$ cat src/rtl/dmem_arbiter.sv
// Round-robin arbiter sharing one synchronous data memory between a pipeline port (A)
// and a loader/debug port (B), with short locked bursts. Optional: DMEM_ARB_BOUNDS_CHK_EN.
module dmem_arbiter #(
  parameter int unsigned ADDR_W   = 32,
  parameter int unsigned DATA_W   = 32,
  parameter int unsigned MAX_LOCK = 4,
  parameter int unsigned DEPTH    = 256
) (
  input  logic              clk_i,
  input  logic              rst_n_i,
  input  logic              a_req_i,
  input  logic              a_we_i,
  input  logic              a_lock_i,
  input  logic [ADDR_W-1:0] a_addr_i,
  input  logic [DATA_W-1:0] a_wdata_i,
  output logic              a_gnt_o,
  output logic              a_rvalid_o,
  output logic [DATA_W-1:0] a_rdata_o,
  input  logic              b_req_i,
  input  logic              b_we_i,
  input  logic              b_lock_i,
  input  logic [ADDR_W-1:0] b_addr_i,
  input  logic [DATA_W-1:0] b_wdata_i,
  output logic              b_gnt_o,
  output logic              b_rvalid_o,
  output logic [DATA_W-1:0] b_rdata_o,
  output logic              MemWrite_o,
  output logic              MemRead_o,
  output logic [ADDR_W-1:0] addr_o,
  output logic [DATA_W-1:0] WriteData_o,
  input  logic [DATA_W-1:0] ReadData_i
`ifdef DMEM_ARB_BOUNDS_CHK_EN
  ,
  output logic              err_o
`endif
);

  localparam int unsigned CNT_W   = 4;
  localparam bit          LOCK_EN = (MAX_LOCK > 1);

  if (MAX_LOCK == 0 || MAX_LOCK > 15 || DEPTH == 0) begin : g_param_chk
    $error("dmem_arbiter: MAX_LOCK must be 1..15 and DEPTH must be nonzero");
  end

  typedef enum logic [1:0] {
    ST_IDLE   = 2'd0,
    ST_LOCK_A = 2'd1,
    ST_LOCK_B = 2'd2
  } state_t;

  // r_rr_last: 0 = A granted last, 1 = B granted last
  state_t             r_state;
  state_t             w_state_nxt;
  logic               r_rr_last;
  logic               w_rr_last_nxt;
  logic [CNT_W-1:0]   r_lock_cnt;
  logic [CNT_W-1:0]   w_lock_cnt_nxt;
  logic [CNT_W-1:0]   w_cnt_inc;
  logic               w_gnt_a;
  logic               w_gnt_b;
  logic               w_gnt_any;
  logic               w_we;
  logic [ADDR_W-1:0]  w_addr;
  logic [DATA_W-1:0]  w_wdata;
  logic               w_oob;
  logic               r_rvalid_a;
  logic               r_rvalid_b;
  logic               r_rd_oob;

  assign w_cnt_inc = r_lock_cnt + CNT_W'(1);

  // Grant selection and lock tracking; grants are suppressed while reset is held
  always_comb begin
    w_gnt_a        = 1'b0;
    w_gnt_b        = 1'b0;
    w_state_nxt    = r_state;
    w_rr_last_nxt  = r_rr_last;
    w_lock_cnt_nxt = r_lock_cnt;
    case (r_state)
      ST_IDLE: begin
        if (a_req_i && (!b_req_i || r_rr_last)) begin
          w_gnt_a       = rst_n_i;
          w_rr_last_nxt = 1'b0;
          if (a_lock_i && LOCK_EN) begin
            w_state_nxt    = ST_LOCK_A;
            w_lock_cnt_nxt = CNT_W'(1);
          end
        end else if (b_req_i) begin
          w_gnt_b       = rst_n_i;
          w_rr_last_nxt = 1'b1;
          if (b_lock_i && LOCK_EN) begin
            w_state_nxt    = ST_LOCK_B;
            w_lock_cnt_nxt = CNT_W'(1);
          end
        end
      end
      ST_LOCK_A: begin
        w_rr_last_nxt = 1'b0;
        if (a_req_i) begin
          w_gnt_a        = rst_n_i;
          w_lock_cnt_nxt = w_cnt_inc;
          if (!a_lock_i || (w_cnt_inc >= CNT_W'(MAX_LOCK))) begin
            w_state_nxt    = ST_IDLE;
            w_lock_cnt_nxt = '0;
          end
        end else begin
          w_state_nxt    = ST_IDLE;
          w_lock_cnt_nxt = '0;
        end
      end
      ST_LOCK_B: begin
        w_rr_last_nxt = 1'b1;
        if (b_req_i) begin
          w_gnt_b        = rst_n_i;
          w_lock_cnt_nxt = w_cnt_inc;
          if (!b_lock_i || (w_cnt_inc >= CNT_W'(MAX_LOCK))) begin
            w_state_nxt    = ST_IDLE;
            w_lock_cnt_nxt = '0;
          end
        end else begin
          w_state_nxt    = ST_IDLE;
          w_lock_cnt_nxt = '0;
        end
      end
      default: begin
        w_state_nxt    = ST_IDLE;
        w_lock_cnt_nxt = '0;
      end
    endcase
  end

  // Winner mux toward the memory; idle bus drives zeros
  always_comb begin
    w_gnt_any = w_gnt_a | w_gnt_b;
    w_we      = 1'b0;
    w_addr    = '0;
    w_wdata   = '0;
    if (w_gnt_a) begin
      w_we    = a_we_i;
      w_addr  = a_addr_i;
      w_wdata = a_wdata_i;
    end else if (w_gnt_b) begin
      w_we    = b_we_i;
      w_addr  = b_addr_i;
      w_wdata = b_wdata_i;
    end
  end

`ifdef DMEM_ARB_BOUNDS_CHK_EN
  assign w_oob = w_gnt_any && (w_addr >= ADDR_W'(DEPTH));
`else
  assign w_oob = 1'b0;
`endif

  assign a_gnt_o     = w_gnt_a;
  assign b_gnt_o     = w_gnt_b;
  assign MemWrite_o  = w_gnt_any & w_we & ~w_oob;
  assign MemRead_o   = w_gnt_any & ~w_we & ~w_oob;
  assign addr_o      = w_addr;
  assign WriteData_o = w_wdata;

  always_ff @(posedge clk_i or negedge rst_n_i) begin
    if (!rst_n_i) begin
      r_state    <= ST_IDLE;
      r_rr_last  <= 1'b1;
      r_lock_cnt <= '0;
      r_rvalid_a <= 1'b0;
      r_rvalid_b <= 1'b0;
      r_rd_oob   <= 1'b0;
    end else begin
      r_state    <= w_state_nxt;
      r_rr_last  <= w_rr_last_nxt;
      r_lock_cnt <= w_lock_cnt_nxt;
      r_rvalid_a <= w_gnt_a & ~a_we_i;
      r_rvalid_b <= w_gnt_b & ~b_we_i;
      r_rd_oob   <= w_oob & ~w_we;
    end
  end

  // Memory read data is registered, so the owner tag travels one cycle behind the grant
  assign a_rvalid_o = r_rvalid_a;
  assign b_rvalid_o = r_rvalid_b;
  assign a_rdata_o  = (r_rvalid_a && !r_rd_oob) ? ReadData_i : '0;
  assign b_rdata_o  = (r_rvalid_b && !r_rd_oob) ? ReadData_i : '0;

`ifdef DMEM_ARB_BOUNDS_CHK_EN
  logic r_err;

  always_ff @(posedge clk_i or negedge rst_n_i) begin
    if (!rst_n_i) begin
      r_err <= 1'b0;
    end else if (w_oob) begin
      r_err <= 1'b1;
    end
  end

  assign err_o = r_err;
`endif

endmodule

$ cat config.mk
export PLATFORM = sky130hd
export DESIGN_NAME = dmem_arbiter
export DESIGN_NICKNAME = d
export VERILOG_FILES = /design/src/rtl/dmem_arbiter.sv
export SDC_FILE = /design/constraint.sdc
export NUM_CORES = 1
export LEC_CHECK = 0
export ABC_AREA = 1
export CAP_MARGIN = 20
export CORE_AREA = 2 2 118 120
export CTS_CLUSTER_DIAMETER = 120
export DETAILED_ROUTE_END_ITERATION = 16
export DIE_AREA = 0 0 120 122
export PLACE_DENSITY_LB_ADDON = 0.05
export SLEW_MARGIN = 20
export SYNTH_ARGS = -nofsm -noshare
export SYNTH_HDL_FRONTEND = slang
export SYNTH_SLANG_ARGS = --single-unit
$ cat constraint.sdc
create_clock -name clk_i -period 2.4 [get_ports clk_i]
set_input_delay 0.48 -clock clk_i [delete_from_list [all_inputs] [get_ports clk_i]]
set_output_delay 0.48 -clock clk_i [all_outputs]
set_load 0.01 [all_outputs]
**After elaboration in Yosys (flattened, before gate mapping)**

Cells that the tools add are included.

- Flip-flop bits (word level): 9
- Input bits: 168
- Output and inout bits: 134
- Word-level logic and storage cells: 69

- Add/sub/neg operators: 1
- Magnitude comparators: 1
- Eq/ne operators: 7
- Mux-type cells: 35
- Bitwise gates (word level): 8
- Reductions and logical operators: 12

Operators by type and width:

| operator | number |
|---|---|
| 2-to-1 mux 32 bit | 6 |
| 2-to-1 mux 4 bit | 8 |
| 2-to-1 mux 2 bit | 8 |
| != test 3 bit (second input constant) | 5 |
| case mux 4 bit (3 select lines) | 1 |
| 2-to-1 mux 1 bit | 8 |
| case mux 2 bit (3 select lines) | 1 |
| AND reduction 5 bit | 1 |
| adder 4 x 1 -> 4 bit (second input constant) | 1 |
| bitwise AND 1 bit | 4 |
| greater-or-equal comparator 4 x 3 -> 1 bit (second input constant) | 1 |
| case mux 1 bit (2 select lines) | 2 |
| logical NOT 1 bit | 3 |
| logical OR 1 bit | 3 |
| inverter 1 bit | 3 |
| case mux 1 bit (3 select lines) | 1 |
| AND reduction 3 bit | 1 |
| nonzero test 3 bit | 1 |
| == test 2 x 1 -> 1 bit (second input constant) | 1 |
| == test 2 bit (second input constant) | 1 |
| logical NOT 2 bit | 1 |
| AND reduction 2 bit | 1 |
| logical AND 1 bit | 1 |
| bitwise OR 1 bit | 1 |

**Depth between registers and ports, before layout**

- Depth after elaboration: 9
- Depth in mapped cells: 10

**Worst setup path before layout**

No wires, ideal clock.

- Path type: flip-flop to output port
- From: register r_state[0]
- To: output WriteData_o[13]
- Arrival: 1,484 ps
- Slack: 436 ps
- Cell stages (with the launch flop): 11
- Cells stage by stage: dfrtp_1 inv_1 ha_1 nand3_1 nand2_1 nand2_2 inv_2 buf_4 buf_4 nand2_1 nand2_1

- Cells in the longest elaborated chain, start to end: 4

Ends and longest elaborated chain:

| item | line | source |
|---|---|---|
| from (decl) | 52 | `state_t r_state;` |
| from (signal assigned) | 171 | `r_state <= w_state_nxt;` |
| == test 2 bit / logical NOT 2 bit (equally long branches) | 79 | `case (r_state)` |
| case mux 1 bit (2 select lines) | 79 |  |
| 2-to-1 mux 32 bit | 142 | `end else if (w_gnt_b) begin` |
| 2-to-1 mux 32 bit * | 138 | `if (w_gnt_a) begin` |
| to (decl) | 30 | `output logic [DATA_W-1:0] WriteData_o,` |

Every way passes the cells marked *; elsewhere a longest branch is shown, timed or not.

**Final worst setup path**

- From: register r_state[0]
- To: output WriteData_o[30]

The elaborated chain is that of the path after synthesis.

==> results.sh <==
export IMPL_syn2layout_area_growth_pct=169
export IMPL_cts_tree="done"
export IMPL_final_layout_size_suffix_gt1_frac=0.163
export IMPL_r2r_worst_path_cells=9
export IMPL_nets=930
export IMPL_crit_start="r_state[0]"
export IMPL_synthTopCellsByArea="nand2_1 (40%), nand3_1 (17%), inv_1 (15%)"
export IMPL_die_area_um2=14600
export IMPL_endpoint_kind="primary output"
export IMPL_dp_hpwl_mm=10.2
export IMPL_slew_violations=0
export IMPL_clock_latency_ns=0.23
export IMPL_tightest_slew_ns=0.337
export IMPL_post_route_drc_count=0
export IMPL_drt_first_pass_iters=4
export IMPL_fp_coreArea_um2=13500
export IMPL_synth_ff_latch_count=9
export IMPL_final_hold_viol_count=0
export IMPL_avgSynthCellArea_um2=4.72
export IMPL_die_h_um=122
export IMPL_path_cells="buf_4 -> ha_2 -> nand2_1 -> nand2_2 -> nand2_4 -> inv_6 -> bufbuf_16 -> nand2_1 -> nand2_1 -> clkdlybuf4s15_2"
export IMPL_whs_ns=0.422
export IMPL_critical_path_class="reg -> out"
export IMPL_drt_initial_drc_count=106
export IMPL_netlist_cell_type_count=21
export IMPL_synthSimpleGateAreaFrac=0.608
export IMPL_vias_per_cell=3.96
export IMPL_clk_path_buf_depth=2
export IMPL_dieWidth_um=120
export IMPL_start_util=0.154
export IMPL_cap_viol_max_count=0
export IMPL_wl_per_cell_um=13.3
export IMPL_io_pins=302
export IMPL_htreeDepth=1
export IMPL_setup_violations=0
export IMPL_synth_fp_nets=612
export IMPL_yosys_area_top_type_share=0.400
export IMPL_cpMostUsedCell="nand2_1"
export IMPL_ir_drop_v=0.000255
export IMPL_status="completed"
export IMPL_portBuffers=301
export IMPL_route_vias_total=3706
export IMPL_num_rows=43
export IMPL_powerDensity_nw_per_um2=529
export IMPL_grt_pass1_wl_mm=18.5
export IMPL_fin_skew_ns=0.000432
export IMPL_post_route_period_util=0.999
export IMPL_start_kind="register"
export IMPL_insertedDiodeCount=0
export IMPL_grt_max_degree=34
export IMPL_antenna_found_initial=0
export IMPL_min_path_type="in -> async"
export IMPL_r2r_setup_slack_ns=0.87
export IMPL_yosysSeqAreaShare=0.109
export IMPL_postLayoutCellArea_um2=5570
export IMPL_root_buffer="clkbuf_16"
export IMPL_grt_pass1_vias=3636
export IMPL_cellLeakagePower_nw=3.14
export IMPL_synth_adder_area_share=0.0302
export IMPL_grt_overflow=0
export IMPL_cts_hold_buf=0
export IMPL_final_cell_mix="clkdlybuf4s50_1 (230), nand2_1 (217), inv_1 (79), nand3_1 (71), clkbuf_2 (40)"
export IMPL_max_freq_mhz=417
export IMPL_placed_area_um2=5460
export IMPL_ant_nets=0
export IMPL_clock_sinks=9
export IMPL_relSlewSlack=0.776
export IMPL_period_needed_ns=2.40
export IMPL_synth_cells=439
export IMPL_synth_top_family_by_area="simple AND/OR/NAND/NOR gates"
export IMPL_clk_pin_slew_worst_paths_ns=0.04
export IMPL_crit_fanout=16
export IMPL_synth_warning_count=0
export IMPL_cp_arrival_ns=1.92
export IMPL_track_usage=0.158
export IMPL_wirelength_mm=12.5
export IMPL_crit_path_max_incr_delay_ns=0.38
export IMPL_routabilityCongestion=0.797
export IMPL_setup_tns_ns=0
export IMPL_crit_path_top_delay_cell="dfrtp_1"
export IMPL_cts_made_buffers=3
export IMPL_synth_area_um2=2070
export IMPL_synth_compound_area_frac=0.0187
export IMPL_r2r_start="r_state[0]"
export IMPL_r2r_end="b_rvalid_o"
export IMPL_synth_mux_area_frac=0
export IMPL_layout_commonest_cell="clkdlybuf4s50_1"
export IMPL_yosys_area_top_type="nand2_1"
export IMPL_synth_xor_area_share=0.00422
export IMPL_rsz0062_at_grt="yes"
export IMPL_worstPathRequired_ns=1.92
## cells in the mapped netlist
cell type,n
nand2_1,221
inv_1,83
nand3_1,72
nor2_1,9
buf_2,8
clkbuf_1,8
dfrtp_1,8
buf_4,7
ha_1,5
buf_6,3
nand2_2,3
nand4_1,3
a21oi_1,1
a21oi_4,1
buf_1,1
dfstp_2,1
inv_2,1
o211ai_1,1
o21ai_0,1
o21ai_1,1
xnor2_1,1
## critical path, delay by kind of cell, from the launching register on
family                   cells  cell delay (ns)
adder cells (fa/ha/maj)      1             0.18
flip-flops                   1             0.38
buffers and inverters        4             0.72
AND/OR/NAND/NOR              5             0.40
## flip-flops by register name, indices dropped and copies added, names as in the netlist
name and cells:
a_rvalid_o 1, b_rvalid_o 1, r_rr_last 1, r_state 2
r_lock_cnt 4
## power by group
group,leakage (nW),switching [W],internal (W)
sequential,0.118,0.0000296,0.000201
combinational,2.98,0.00118,0.00125
clock,0.0382,0.0000705,0.000222
## per-layer routing
metal | global-route usage | vias to the layer above | wire length [µm]
met5 | 0 | - | 0
met4 | 0.0228 | 0 | 81
met3 | 0.0496 | 4 | 1280
met2 | 0.321 | 191 | 6860
met1 | 0.158 | 1582 | 4230
li1 | - | 1929 | -
## logic make-up (layout without fill, tap and decap cells)
logic type                 Yosys count  after routing
DFF                                  9              9
xor gates and xnor gates             1              1
adders and majority gates            5              5
buffers and inverters              111            428
and+or+nand+nor                    308            308
AOI/OAI and AO/OA                    5              5
## final cells by class
cell class | count | area [µm²]
inverter | 84 | 320
clock buffer | 4 | 78.8
sequential | 9 | 226
fill | 1450 | 7930
timing repair buffer | 340 | 3310
multi-input combinational | 319 | 1410
tap | 180 | 225
## through the flow
step	utilization	instances	setup WS (ns)	power, W
after floorplan	-	439	0.436	0.00124
after global placement	0.404	919	-0.481	0.00264
after detailed placement	0.404	919	-0.513	0.00263
after CTS	0.425	934	-0.0102	0.00301
after global routing	0.413	936	-0.0997	0.00322
final	0.413	936	0.00340	0.00295
## how the worst max path moves through the flow
stage	depth (start not counted)	endpoint	slack [ns]
3_3_place_gp	11	MemRead_o	-0.48
2_1_floorplan	10	WriteData_o[13]	0.44
4_1_cts	10	WriteData_o[0]	-0.01
5_1_grt	10	MemWrite_o	-0.1
3_5_place_dp	11	MemRead_o	-0.51
6_report	10	WriteData_o[30]	0.003
## repair_timing
action	in CTS	in global routing
gates cloned	3	2
pin swaps	3	3
resized for setup	157	77
setup endpoints to repair	68	66
buffers inserted	8	0
Note: power is estimated with default switching activity, not from simulation.
